### src/rtl/seg7_to_hex_rx_pkg.sv
// Shared constants for the 7-segment link: active-low code table {a,b,c,d,e,f,g},
// the blank pattern and the receiver state encoding.
package seg7_pkg;

    localparam logic [6:0] SEG_0     = 7'b0000001;
    localparam logic [6:0] SEG_1     = 7'b1001111;
    localparam logic [6:0] SEG_2     = 7'b0010010;
    localparam logic [6:0] SEG_3     = 7'b0000110;
    localparam logic [6:0] SEG_4     = 7'b1001100;
    localparam logic [6:0] SEG_5     = 7'b0100100;
    localparam logic [6:0] SEG_6     = 7'b0100000;
    localparam logic [6:0] SEG_7     = 7'b0001111;
    localparam logic [6:0] SEG_8     = 7'b0000000;
    localparam logic [6:0] SEG_9     = 7'b0001100;
    localparam logic [6:0] SEG_A     = 7'b0001000;
    localparam logic [6:0] SEG_B     = 7'b1100000;
    localparam logic [6:0] SEG_C     = 7'b0110001;
    localparam logic [6:0] SEG_D     = 7'b1000010;
    localparam logic [6:0] SEG_E     = 7'b0110000;
    localparam logic [6:0] SEG_F     = 7'b0111000;
    localparam logic [6:0] SEG_BLANK = 7'h7F;

    typedef enum logic [1:0] {
        IDLE   = 2'd0,
        SETTLE = 2'd1,
        HOLD   = 2'd2
    } state_t;

endpackage

### src/rtl/seg7_to_hex_rx_if.sv
// Decoded-digit output channel of the receiver.
// Handshake: a transfer happens at a rising edge where out_valid and out_ready
// are both 1. While out_valid=1 and out_ready=0 the producer holds out_data
// unchanged; out_ready may be driven independently of out_valid.
interface seg7_to_hex_rx_if;

    logic [3:0] out_data;
    logic       out_valid;
    logic       out_ready;

    modport master (output out_data, output out_valid, input out_ready);
    modport slave  (input out_data, input out_valid, output out_ready);

endinterface

### src/rtl/seg7_to_hex_rx_lookup.sv
// Combinational decode of one active-low segment pattern to a hex digit.
module seg7_lookup
    import seg7_pkg::*;
(
    input  logic [6:0] seg,
    output logic       legal,
    output logic [3:0] hex
);

    // Table lookup; anything not in the table (including blank) is illegal
    always_comb begin
        legal = 1'b1;
        hex   = 4'h0;
        case (seg)
            SEG_0:   hex = 4'h0;
            SEG_1:   hex = 4'h1;
            SEG_2:   hex = 4'h2;
            SEG_3:   hex = 4'h3;
            SEG_4:   hex = 4'h4;
            SEG_5:   hex = 4'h5;
            SEG_6:   hex = 4'h6;
            SEG_7:   hex = 4'h7;
            SEG_8:   hex = 4'h8;
            SEG_9:   hex = 4'h9;
            SEG_A:   hex = 4'hA;
            SEG_B:   hex = 4'hB;
            SEG_C:   hex = 4'hC;
            SEG_D:   hex = 4'hD;
            SEG_E:   hex = 4'hE;
            SEG_F:   hex = 4'hF;
            default: legal = 1'b0;
        endcase
    end

endmodule

### src/rtl/seg7_to_hex_rx.sv
// 7-segment receiver: qualifies a stable pattern for STABLE_CYCLES samples,
// reports each new digit once on the output channel, pulses err for illegal
// stable patterns and flags dropped digits in a sticky overrun bit.
module seg7_to_hex_rx
    import seg7_pkg::*;
#(
    parameter int STABLE_CYCLES = 4,
    parameter int CNT_W         = 8
) (
    input  logic                   clk,
    input  logic                   rst_n,
    input  logic                   enable,
    input  logic [6:0]             seg_in,
    input  logic                   clr_overrun,
    output logic                   err,
    output logic                   overrun,
    output state_t                 dbg_state,
    seg7_to_hex_rx_if.master       out_if
);

    localparam logic [CNT_W-1:0] STABLE = CNT_W'(STABLE_CYCLES);

    logic [6:0]       seg_q, seg_d;
    logic [CNT_W-1:0] cnt_q, cnt_d;
    state_t           state_q, state_d;
    logic [3:0]       out_data_q, out_data_d;
    logic             out_valid_q, out_valid_d;
    logic             err_q, err_d;
    logic             overrun_q, overrun_d;

    logic       same;
    logic       blank_in;
    logic       qualify;
    logic       legal;
    logic [3:0] hex;
    logic       accept;
    logic       emit;
    logic       drop;

    seg7_lookup u_lookup (
        .seg   (seg_q),
        .legal (legal),
        .hex   (hex)
    );

    assign same     = (seg_in == seg_q);
    assign blank_in = (seg_in == SEG_BLANK);
    // Qualifies on the edge where the run length reaches STABLE_CYCLES;
    // seg_q equals seg_in here, so the lookup sees the qualified pattern.
    assign qualify  = enable && (state_q == SETTLE) && same && (cnt_q == STABLE - 1'b1);

    // Sample the bus and track how long the current pattern has been stable
    always_comb begin
        seg_d = seg_in;
        cnt_d = cnt_q;
        if (!enable) begin
            cnt_d = '0;
        end else if (!same) begin
            cnt_d = CNT_W'(1);
        end else if (cnt_q != STABLE) begin
            cnt_d = cnt_q + 1'b1;
        end
    end

    // FSM state register
    always_ff @(posedge clk) begin
        if (!rst_n) begin
            state_q <= IDLE;
        end else begin
            state_q <= state_d;
        end
    end

    // FSM next state
    always_comb begin
        state_d = state_q;
        if (!enable) begin
            state_d = IDLE;
        end else begin
            case (state_q)
                IDLE:    if (!blank_in) state_d = SETTLE;
                SETTLE: begin
                    if (blank_in)     state_d = IDLE;
                    else if (qualify) state_d = HOLD;
                end
                HOLD: begin
                    if (blank_in)     state_d = IDLE;
                    else if (!same)   state_d = SETTLE;
                end
                default: state_d = IDLE;
            endcase
        end
    end

    // FSM outputs: emit/drop decision, handshake, error and overrun flags
    always_comb begin
        accept      = out_valid_q && out_if.out_ready;
        emit        = qualify && legal;
        drop        = emit && out_valid_q && !out_if.out_ready;
        out_data_d  = out_data_q;
        out_valid_d = out_valid_q;
        if (accept) begin
            out_valid_d = 1'b0;
        end
        if (emit && !drop) begin
            out_data_d  = hex;
            out_valid_d = 1'b1;
        end
        err_d     = qualify && !legal;
        overrun_d = clr_overrun ? 1'b0 : (overrun_q | drop);
    end

    // Datapath and output registers
    always_ff @(posedge clk) begin
        if (!rst_n) begin
            seg_q       <= SEG_BLANK;
            cnt_q       <= '0;
            out_data_q  <= 4'h0;
            out_valid_q <= 1'b0;
            err_q       <= 1'b0;
            overrun_q   <= 1'b0;
        end else begin
            seg_q       <= seg_d;
            cnt_q       <= cnt_d;
            out_data_q  <= out_data_d;
            out_valid_q <= out_valid_d;
            err_q       <= err_d;
            overrun_q   <= overrun_d;
        end
    end

    assign out_if.out_data  = out_data_q;
    assign out_if.out_valid = out_valid_q;
    assign err              = err_q;
    assign overrun          = overrun_q;
    assign dbg_state        = state_q;

endmodule
### src/flat_wrapper.sv
// flat-port wrapper written by rule: the top's interface ports become plain ports
module seg7_to_hex_rx_flat import seg7_pkg::*;
#(
    parameter int STABLE_CYCLES = 4,
    parameter int CNT_W         = 8
)
  (clk, rst_n, enable, seg_in, clr_overrun, err, overrun, dbg_state, out_if_out_data, out_if_out_valid, out_if_out_ready);
  seg7_to_hex_rx_if out_if_i ();
  input  logic clk;
  input  logic rst_n;
  input  logic enable;
  input  logic [6:0] seg_in;
  input  logic clr_overrun;
  output logic err;
  output logic overrun;
  output state_t dbg_state;
  output wire logic [$bits(out_if_i.out_data)-1:0] out_if_out_data;
  output wire logic [$bits(out_if_i.out_valid)-1:0] out_if_out_valid;
  input wire logic [$bits(out_if_i.out_ready)-1:0] out_if_out_ready;
  assign out_if_out_data = out_if_i.out_data;
  assign out_if_out_valid = out_if_i.out_valid;
  assign out_if_i.out_ready = out_if_out_ready;
  seg7_to_hex_rx #(.STABLE_CYCLES(STABLE_CYCLES), .CNT_W(CNT_W)) u_core (.clk(clk), .rst_n(rst_n), .enable(enable), .seg_in(seg_in), .clr_overrun(clr_overrun), .err(err), .overrun(overrun), .dbg_state(dbg_state), .out_if(out_if_i));
endmodule
### config.mk
export PLATFORM = sky130hd
export DESIGN_NAME = seg7_to_hex_rx_flat
export DESIGN_NICKNAME = d
export VERILOG_FILES = /design/src/rtl/seg7_to_hex_rx_pkg.sv /design/src/rtl/seg7_to_hex_rx_if.sv /design/src/rtl/seg7_to_hex_rx_lookup.sv /design/src/rtl/seg7_to_hex_rx.sv /design/src/flat_wrapper.sv
export SDC_FILE = /design/constraint.sdc
export NUM_CORES = 1
export LEC_CHECK = 0
export ABC_CLOCK_PERIOD_IN_PS = 5300
export CORE_UTILIZATION = 58
export DETAILED_ROUTE_END_ITERATION = 12
export HOLD_SLACK_MARGIN = 0.06
export PLACE_DENSITY = 0.88
export SYNTH_ARGS = -nofsm -noshare
export SYNTH_HDL_FRONTEND = slang
export SYNTH_HIERARCHICAL = 1
export SYNTH_SLANG_ARGS = --single-unit
### constraint.sdc
create_clock -name clk -period 5.3 [get_ports clk]
set_input_delay 0.53 -clock clk [delete_from_list [all_inputs] [get_ports clk]]
set_output_delay 0.53 -clock clk [all_outputs]
set_load 0.02 [all_outputs]
==> flow_summary.toml, run 1 <==
[timing]
min_period_over_period_pct = 46.83
timing.slew.headroom_pct = 58.52
tightest_slew_ns = 0.6203
min_period_ns = 2.482
clock_skew_ns = 0.003393
setup-tns-final_ns = 0
setup_viol = 0
drv_slew = 0
max_freq_mhz = 402.9
rsz0062_at_grt = "no"
hold_violations = 0

[global_routing]
grt_first_pass_wirelength_um = 5250
grt_usage_pct = 25.35
grt_max_degree = 19
first_global_vias = 1144
antenna_found_initial = 0
gr-total-overflow = 0

[place]
place.gp.congestion = 0.9221
numPortBuffers = 20
hpwl_um = 2351
dp.cells = 207

[critical_path]
worst_setup_path_start_kind = "register"
r2r_slack_ns = 2.82
path_buf_inv = 0
r2r-start = "u_core/seg_q[3]$_SDFF_PN1_"
path_delay_family = "simple AND/OR/NAND/NOR gates"
cpMostUsedCell = "nand4_1"
cp.depth = 7
crit_fanout = 15
reg2reg_depth = 7
critical_path.cell_chain = "or4b_1, a21oi_1, o21ai_1, nand4_1, nand4_1, nor4_4, mux2i_1"
max_stage_delay_ns = 0.66
slowest_stage = "dfxtp_1"
crit_path_end_kind = "register"
crit_type = "register to register"
cp.arrival_ns = 2.74
cp.required_ns = 5.55
timing.rr.end = "u_core/out_if.out_data[0]$_SDFFE_PN0P_"

[cts]
cts_hold_buf = 0
path_clk_slew_ns = 0.13
clk_latency_ns = 0.31
cts.repair.resized = 0
cts.sinks = 24
postCtsSetupBuffers = 0
clockBufferDepth = 2
numCtsBuffers = 3
clockRootBuffer = "clkbuf_4"
tritoncts = "done"
cts_htree_levels = 1

[finish]
final_common_cell = "dfxtp_1"
drive_gt1_share_pct = 12.15
fin_cells = 211
syn2layout_area_growth_pct = 15.25
nets = 196
antennaDiodeCount = 0
final_cell_mix = "dfxtp_1, clkdlybuf4s50_1, nand2_1, nor2_1, nand2b_1"

[yosys]
synth_top_family_by_area = "simple AND/OR/NAND/NOR gates"
synth_xor_area_share_pct = 11.21
synthDistinctLibCells = 48
synth.area.top_cells = "dfxtp_1, nand2b_1, xnor2_2, xnor2_1, nand2_1"
synthAdderAreaFrac_pct = 1.649
synthArstFlopShare_pct = 0
synth_seq_area_share_pct = 31.66
yosys_register_bits = 24
synth_edf_count = 0
synth_mux_area_share_pct = 4.782
synth_area_per_cell_um2 = 9.198
synthSimpleGateAreaFrac_pct = 34.71
syn_area_um2 = 1518
yosysTopAreaCellShare_pct = 31.66
syn_inst = 165
synth_compound_area_share_pct = 11.13
yosys_warnings = 6
ys.flop_type = "dfxtp_1"
synth_top_cell_by_area = "dfxtp_1"
synth_fp_nets = 179

[drt]
wl_per_cell_um = 15.57
postRouteAntennaNets = 0
drt_iter0_markers = 67
viasPerCell = 6.209
wl_um = 3285
drc_errors = 0
firstDrtPassIters = 4
via_count = 1310

[outcome]
status = "finished clean"

[die]
core_area_um2 = 2477
fp.dieH_um = 53.16
num_rows = 18
pin_count = 21
die_area_um2 = 2825
fp.dieW_um = 53.16
start_util_pct = 61.26

[min_path]
whs_endpoint = "u_core/out_if.out_data[1]$_SDFFE_PN0P_"
hold_class = "register to register"
hold-path-cell-count = 2
min-delay-start = "u_core/out_if.out_data[1]$_SDFFE_PN0P_"

[power_and_ir_drop]
power.density_nw_per_um2 = 214.2
max-vdd-ir-drop_v = 0.0002362
leakagePower_uw = 0.0006093

[flow_run]
cap_violations = 0
[how the worst max path moves through the flow]
stage / slack [ns] / from / to
after floorplan: 3.25 / u_core/seg_q[1]$_SDFF_PN1_ / u_core/out_if.out_data[0]$_SDFFE_PN0P_
after global placement: 2.92 / rst_n / u_core/cnt_q[7]$_SDFFE_PN0P_
after detailed placement: 2.82 / rst_n / u_core/cnt_q[7]$_SDFFE_PN0P_
after CTS: 2.93 / u_core/seg_q[3]$_SDFF_PN1_ / u_core/out_if.out_data[0]$_SDFFE_PN0P_
after global routing: 2.70 / u_core/seg_q[5]$_SDFF_PN1_ / u_core/out_if.out_data[3]$_SDFFE_PN0P_
final: 2.82 / u_core/seg_q[3]$_SDFF_PN1_ / u_core/out_if.out_data[0]$_SDFFE_PN0P_
[final cells by class]
type | count | area (um2)
multi-input cells | 129 | 963.4
fillers | 194 | 728.2
flip-flops and latches | 24 | 480.5
repair buffers | 20 | 200.2
well taps | 30 | 37.54
clock inverters | 1 | 30.03
clock buffers | 3 | 22.52
inverters | 4 | 15.01
[kinds of logic after synthesis]
kind of cell / count (synthesis)
flip-flops: 24
buffers and inverters: 12
multiplexers: 6
AND/OR/NAND/NOR: 83
AO/OA/AOI/OAI: 22
adder cells (fa/ha/maj): 2
XOR/XNOR: 16
[through the flow]
step                      power [uW]  hold slack [ns]  util (%)  setup slack [ns]  instance area [um2]
final                          374.7           0.4797     70.61             2.818                 1749
after global routing           392.0           0.4996     70.61             2.702                 1749
after CTS                      377.1           0.4852     70.61             2.927                 1749
after detailed placement       245.6           0.4627     68.48             2.824                 1697
after global placement         243.4           0.4481     68.48             2.916                 1697
after floorplan                230.3           0.4961         -             3.254                 1518
[Yosys cell counts, drive strengths merged, types with 3 or more instances]
cell / count
nor4: 4
and3: 3
inv: 4
a21oi: 7
nand2b: 12
nor3: 5
dfxtp: 24
buf: 6
nand3: 9
nand2: 14
o32ai: 3
xor2: 5
nor2: 12
mux2i: 6
xnor2: 11
nand3b: 3
a211oi: 3
nand4: 6
or2: 4
[metal layers]
metal	track usage [%]	up-vias	routed length, um
met3	2.874	10	203
met4	7.018	0	48
met2	41.56	72	1574
met5	0	-	0
li1	-	628	-
met1	34.73	600	1458
[state kept, by name (all words and copies together), names as in the netlist]
signal                   count
u_core/cnt_q                 8
u_core/dbg_state             2
u_core/err                   1
u_core/out_if.out_data       4
u_core/out_if.out_valid      1
u_core/overrun               1
u_core/seg_q                 7
[tightest hold or removal path: stages (launching register included)]
cell and delay [ns]:
dfxtp_1 0.33, nand2_1 0.05, mux2i_1 0.06
[report_power, final]
group	total (uW)	switching, uW	internal (uW)
clock	132	55.4	76.4
sequential	197	12.3	184
combinational	46.2	21.4	24.7
total	375	89.1	286
No activity file was read; power rests on OpenSTA's default activity.
==> run 2: changes to the inputs <==
--- a/config.mk
+++ b/config.mk
@@ -5,11 +5,11 @@
 export SDC_FILE = /design/constraint.sdc
 export NUM_CORES = 1
 export LEC_CHECK = 0
-export ABC_CLOCK_PERIOD_IN_PS = 5300
-export CORE_UTILIZATION = 58
+export ABC_CLOCK_PERIOD_IN_PS = 2500
+export CORE_UTILIZATION = 54
 export DETAILED_ROUTE_END_ITERATION = 12
 export HOLD_SLACK_MARGIN = 0.06
-export PLACE_DENSITY = 0.88
+export PLACE_DENSITY = 0.83
 export SYNTH_ARGS = -nofsm -noshare
 export SYNTH_HDL_FRONTEND = slang
 export SYNTH_HIERARCHICAL = 1
==> constraint.sdc (replaced) <==
create_clock -name clk -period 2.5 [get_ports clk]
set_input_delay 0.25 -clock clk [delete_from_list [all_inputs] [get_ports clk]]
set_output_delay 0.25 -clock clk [all_outputs]
set_load 0.02 [all_outputs]
==> run 2 against run 1 <==
Compared with the run above:
- critical path depth unchanged
- sequential share of layout area fell by 0.18 points
- clock skew up 0.0032 ns
- final cell count rose by 0.95%
- worst hold slack lost 0.0011 ns
- clock-buffer cell count unchanged
- total power up 110%
- critical path type unchanged
- largest cell class unchanged
==> flow_summary.toml, run 2 (synthesis gave the netlist of run 1 again) <==
[critical_path]
crit_fanout = 15
worst_setup_path_start_kind = "register"
reg2reg_depth = 7
crit_type = "register to register"
cp.required_ns = 2.76
cp.arrival_ns = 2.59
crit_path_end_kind = "register"

[place]
hpwl_um = 2338
place.gp.congestion = 0.9074
dp.cells = 209
place_area_um2 = 1712
numPortBuffers = 20

[finish]
multi_input_area_um2 = 963.4
fin_cells = 213
top_register = "u_core/cnt_q"
design_area_um2 = 1765
largest_reg_flops = 8
antennaDiodeCount = 0
syn2layout_area_growth_pct = 16.32
fillerInstances = 193
regArea_um2 = 481.7
final_cell_mix = "dfxtp_1, clkdlybuf4s50_1, nand2_1, nor2_1, nand2b_1"
nets = 198
drive_gt1_share_pct = 13.66
final_common_cell = "dfxtp_1"

[die]
core_area_um2 = 2567
die_area_um2 = 3027
pin_count = 21
fp.dieH_um = 55.02
fp.dieW_um = 55.02
start_util_pct = 59.11
num_rows = 18

[min_path]
hold-path-cell-count = 2
hold_class = "register to register"

[cts]
numCtsBuffers = 3
tritoncts = "done"
cts.sinks = 24
cts_htree_levels = 1
path_clk_slew_ns = 0.13
clk_latency_ns = 0.33
cts_hold_buf = 0
clockBufferDepth = 2
clockRootBuffer = "clkbuf_4"

[timing]
hold_violations = 0
tightest_slew_ns = 0.5180
timing.slew.headroom_pct = 65.42
min_period_ns = 2.334
setup-tns-final_ns = 0
min_period_over_period_pct = 93.34
max_freq_mhz = 428.5
setup_viol = 0
drv_slew = 0
clock_skew_ns = 0.006588
rsz0062_at_grt = "no"

[flow_run]
cap_violations = 0

[global_routing]
grt_usage_pct = 23.42
first_global_vias = 1137
gr-total-overflow = 0
grt_max_degree = 18
grt_first_pass_wirelength_um = 5030
antenna_found_initial = 0

[drt]
via_count = 1299
viasPerCell = 6.099
drt_iter0_markers = 39
wl_per_cell_um = 15.21
wl_um = 3240
postRouteAntennaNets = 0
firstDrtPassIters = 4
drc_errors = 0

[power_and_ir_drop]
power.density_nw_per_um2 = 453.7
leakagePower_uw = 0.0006183
max-vdd-ir-drop_v = 0.0004500

[outcome]
status = "finished clean"
[run 2: cell types whose count changed in the layout (fill, tap and decap cells not counted)]
cell,before,now
buf_4,0,2
dfxtp_2,0,1
dfxtp_1,24,23
[run 2: worst paths after layout]
check | start | slack [ns] | to
worst min register to register | u_core/out_if.out_data[0]$_SDFFE_PN0P_ | 0.48 | u_core/out_if.out_data[0]$_SDFFE_PN0P_
worst min-delay path | u_core/out_if.out_data[0]$_SDFFE_PN0P_ | 0.48 | u_core/out_if.out_data[0]$_SDFFE_PN0P_
worst max-delay path | u_core/seg_q[3]$_SDFF_PN1_ | 0.17 | u_core/out_if.out_data[3]$_SDFFE_PN0P_
worst max register to register | u_core/seg_q[3]$_SDFF_PN1_ | 0.17 | u_core/out_if.out_data[3]$_SDFFE_PN0P_
[run 2: what timing repair did]
action / 4_1_cts / 5_1_grt
setup buffers: 0 / 0
endpoints found under the setup margin: 0 / 4
gates resized for setup: 0 / 1
[run 2: per-stage QoR]
step	total power (uW)	util [%]	setup slack [ns]	hold WS, ns
finish	800.9	68.76	0.1665	0.4786
floorplan	488.2	-	0.4541	0.3230
CTS	802.3	68.71	0.1031	0.4794
global placement	518.7	66.67	0.2958	0.4456
global route	831.2	68.76	0.01990	0.4949
detailed placement	523.4	66.67	0.1519	0.4585
[run 2: critical path, cell delays in order (launching register included)]
cell,delay [ns]
dfxtp_1,0.65
or4b_1,0.48
a21oi_1,0.14
o21ai_1,0.10
nand4_1,0.17
nand4_1,0.18
nor4_4,0.33
mux2i_1,0.23
[run 2: area by class of cell]
cell class,count,area share [%]
multi-input combinational,129,54.57
sequential,24,27.29
timing repair buffer,22,12.19
tap,30,2.126
clock inverter,1,1.701
clock buffer,3,1.276
inverter,4,0.8505
[run 2: power by group]
| group | total [uW] | internal, uW | switching [uW] |
|---|---|---|---|
| combinational | 102 | 54.5 | 47.3 |
| sequential | 415 | 391 | 24.3 |
| clock | 284 | 162 | 121 |
| total | 801 | 608 | 193 |
[run 2: layer usage]
metal / share of wire (%) / GRT usage (%) / vias up
met1: 46 / 31.63 / 624
met5: 0 / 0 / -
met3: 5.6 / 4.098 / 5
met2: 47 / 36.75 / 38
li1: - / - / 632
met4: 1.5 / 9.167 / 0
==> run 3: changes to the inputs <==
--- a/config.mk
+++ b/config.mk
@@ -5,11 +5,10 @@
 export SDC_FILE = /design/constraint.sdc
 export NUM_CORES = 1
 export LEC_CHECK = 0
-export ABC_CLOCK_PERIOD_IN_PS = 2500
-export CORE_UTILIZATION = 54
+export ABC_CLOCK_PERIOD_IN_PS = 1900
+export CORE_UTILIZATION = 49
 export DETAILED_ROUTE_END_ITERATION = 12
-export HOLD_SLACK_MARGIN = 0.06
-export PLACE_DENSITY = 0.83
+export PLACE_DENSITY = 0.79
 export SYNTH_ARGS = -nofsm -noshare
 export SYNTH_HDL_FRONTEND = slang
 export SYNTH_HIERARCHICAL = 1
==> constraint.sdc (replaced) <==
create_clock -name clk -period 1.9 [get_ports clk]
set_input_delay 0.19 -clock clk [delete_from_list [all_inputs] [get_ports clk]]
set_output_delay 0.19 -clock clk [all_outputs]
set_load 0.02 [all_outputs]
==> run 3 against run 2 <==
Compared with the run above:
- the run now ends with DRC, setup timing left
- design area up 10%
- register-to-register slack lost 0.29 ns
- setup slack worse by 0.29 ns
- combinational power rose by 77%
- die area up 9.8%
- sequential power grew 28%
- global-route usage decreased by 2.1 points
- critical endpoint is now u_core/out_if.out_data[1]$_SDFFE_PN0P_
- highest routed layer unchanged
==> flow_summary.toml, run 3 (synthesis gave the netlist of run 1 again) <==
[outcome]
status = "complete, but fails checks"
violations = "DRC, setup timing"

[min_path]
min-delay-start = "u_core/out_if.out_data[2]$_SDFFE_PN0P_"
hold_class = "register to register"

[power_and_ir_drop]
power.density_nw_per_um2 = 551.6
leakagePower_uw = 0.0007181
pwr-share-clk_pct = 33.9
intPower_uw = 823.3
combPwrFrac_pct = 16.8
max-vdd-ir-drop_v = 0.0004280
p_switching_uw = 252.0
switching_share_pct = 23.44
p_seq_share_pct = 49.3

[critical_path]
path_buf_inv = 1
crit_type = "register to register"
worst_setup_path_start_kind = "register"
cp.required_ns = 2.15
slowest_stage = "or4_4"
critical_path.cell_chain = "or4_4, mux2i_4, a21oi_2, nand4_1, nand4_1, nor4_4, buf_4, mux2i_1"
cpMostUsedCell = "nand4_1"
crit_path_end_kind = "register"
max_stage_delay_ns = 0.54
r2r-start = "u_core/seg_q[0]$_SDFF_PN1_"
crit_fanout = 4
cp.arrival_ns = 2.27
path_delay_family = "simple AND/OR/NAND/NOR gates"
critPathLaunch = "u_core/seg_q[0]$_SDFF_PN1_"

[die]
num_rows = 19
pin_count = 21
core_area_um2 = 2853
die_area_um2 = 3324
start_util_pct = 53.20
fp.dieW_um = 57.66
fp.dieH_um = 57.66

[finish]
syn2layout_area_growth_pct = 28.44
regArea_um2 = 490.5
fillerInstances = 228
top_register = "u_core/cnt_q"
final_cell_mix = "buf_4, clkdlybuf4s50_1, dfxtp_1, nand2_1, nor2_1"
antennaDiodeCount = 0
largest_reg_flops = 8
nets = 220
multi_input_area_um2 = 972.2
final_common_cell = "buf_4"
drive_gt1_share_pct = 26.34

[timing]
min_period_over_period_pct = 106.5
hold_violations = 0
setup-tns-final_ns = -0.4306
drv_slew = 0
clock_skew_ns = 0.01021
finalWorstSetupSlack_ns = -0.1231
min_period_ns = 2.023
rsz0062_at_grt = "yes"
tightest_slew_ns = 0.3118
setup_viol = 4
hold_slack_ns = 0.4736
timing.slew.headroom_pct = 79.06
max_freq_mhz = 494.3

[cts]
clockRootBuffer = "clkbuf_4"
numCtsBuffers = 3
clk_latency_ns = 0.31
cts_hold_buf = 0
cts.sinks = 24
cts_htree_levels = 1
tritoncts = "done"
clockBufferDepth = 2
path_clk_slew_ns = 0.14

[drt]
viasPerCell = 5.746
wl_um = 3380
postRouteAntennaNets = 0
drt_iter0_markers = 51
wl_per_cell_um = 14.32
firstDrtPassIters = 9
drc_errors = 1
via_count = 1356

[flow_run]
cap_violations = 0

[global_routing]
grt_max_degree = 18
gr-total-overflow = 0
first_global_vias = 1314
grt_usage_pct = 21.37
grt_first_pass_wirelength_um = 5582
antenna_found_initial = 0

[place]
place.gp.congestion = 0.8747
numPortBuffers = 20
hpwl_um = 2684
-- run 3: power by group through the flow --
| stage | clock network (uW) | registers, uW | logic [uW] |
|---|---|---|---|
| 6_report | 365 | 530 | 181 |
| 5_1_grt | 386 | 533 | 194 |
| 4_1_cts | 371 | 529 | 179 |
| 3_5_place_dp | 0 | 541 | 177 |
| 3_3_place_gp | 0 | 540 | 175 |
| 2_1_floorplan | 0 | 540 | 103 |
-- run 3: tightest hold or removal path: stages (launching register included) --
cell     delay, ns
dfxtp_1       0.34
nand2_1       0.05
mux2i_1       0.05
-- run 3: per-stage QoR --
| step | area, um2 | std cells | power, uW | worst slack (ns) | util [%] |
|---|---|---|---|---|---|
| 5_1_grt | 1949 | 236 | 1113 | -0.2535 | 68.33 |
| 2_1_floorplan | 1520 | 165 | 642.9 | -0.1262 | - |
| 6_report | 1949 | 236 | 1075 | -0.1231 | 68.33 |
| 3_5_place_dp | 1866 | 230 | 718.3 | -0.1551 | 65.39 |
| 3_3_place_gp | 1866 | 230 | 715.2 | -0.03309 | 65.39 |
| 4_1_cts | 1931 | 235 | 1080 | -0.1465 | 67.68 |
-- run 3: path summary, 6_finish.rpt --
kind	endpoint	slack (ns)	cells past startpoint
max reg2reg	u_core/out_if.out_data[1]$_SDFFE_PN0P_	-0.12	8
max	u_core/out_if.out_data[1]$_SDFFE_PN0P_	-0.12	8
min	u_core/out_if.out_data[2]$_SDFFE_PN0P_	0.47	2
min reg2reg	u_core/out_if.out_data[2]$_SDFFE_PN0P_	0.47	2
-- run 3: timing repair --
item / 4_1_cts / 5_1_grt
resized for setup: 3 / 4
setup buffers: 1 / 1
cloned: 0 / 0
endpoints found under the setup margin: 4 / 6
pin swaps: 2 / 0
-- run 3: final cells by class --
class	count	area share (%)
clock buffer	3	1.155
clock inverter	1	1.540
inverter	4	0.7702
multi-input combinational	129	49.87
sequential	24	25.16
tap	31	1.990
timing repair buffer	44	19.51
-- run 3: per-layer routing --
layer | wire length [um] | vias to the layer above | GRT usage (%)
li1 | - | 675 | -
met1 | 1610 | 644 | 28.33
met2 | 1627 | 35 | 36.38
met3 | 124 | 2 | 3.125
met4 | 17 | 0 | 6.122
met5 | 0 | - | 0
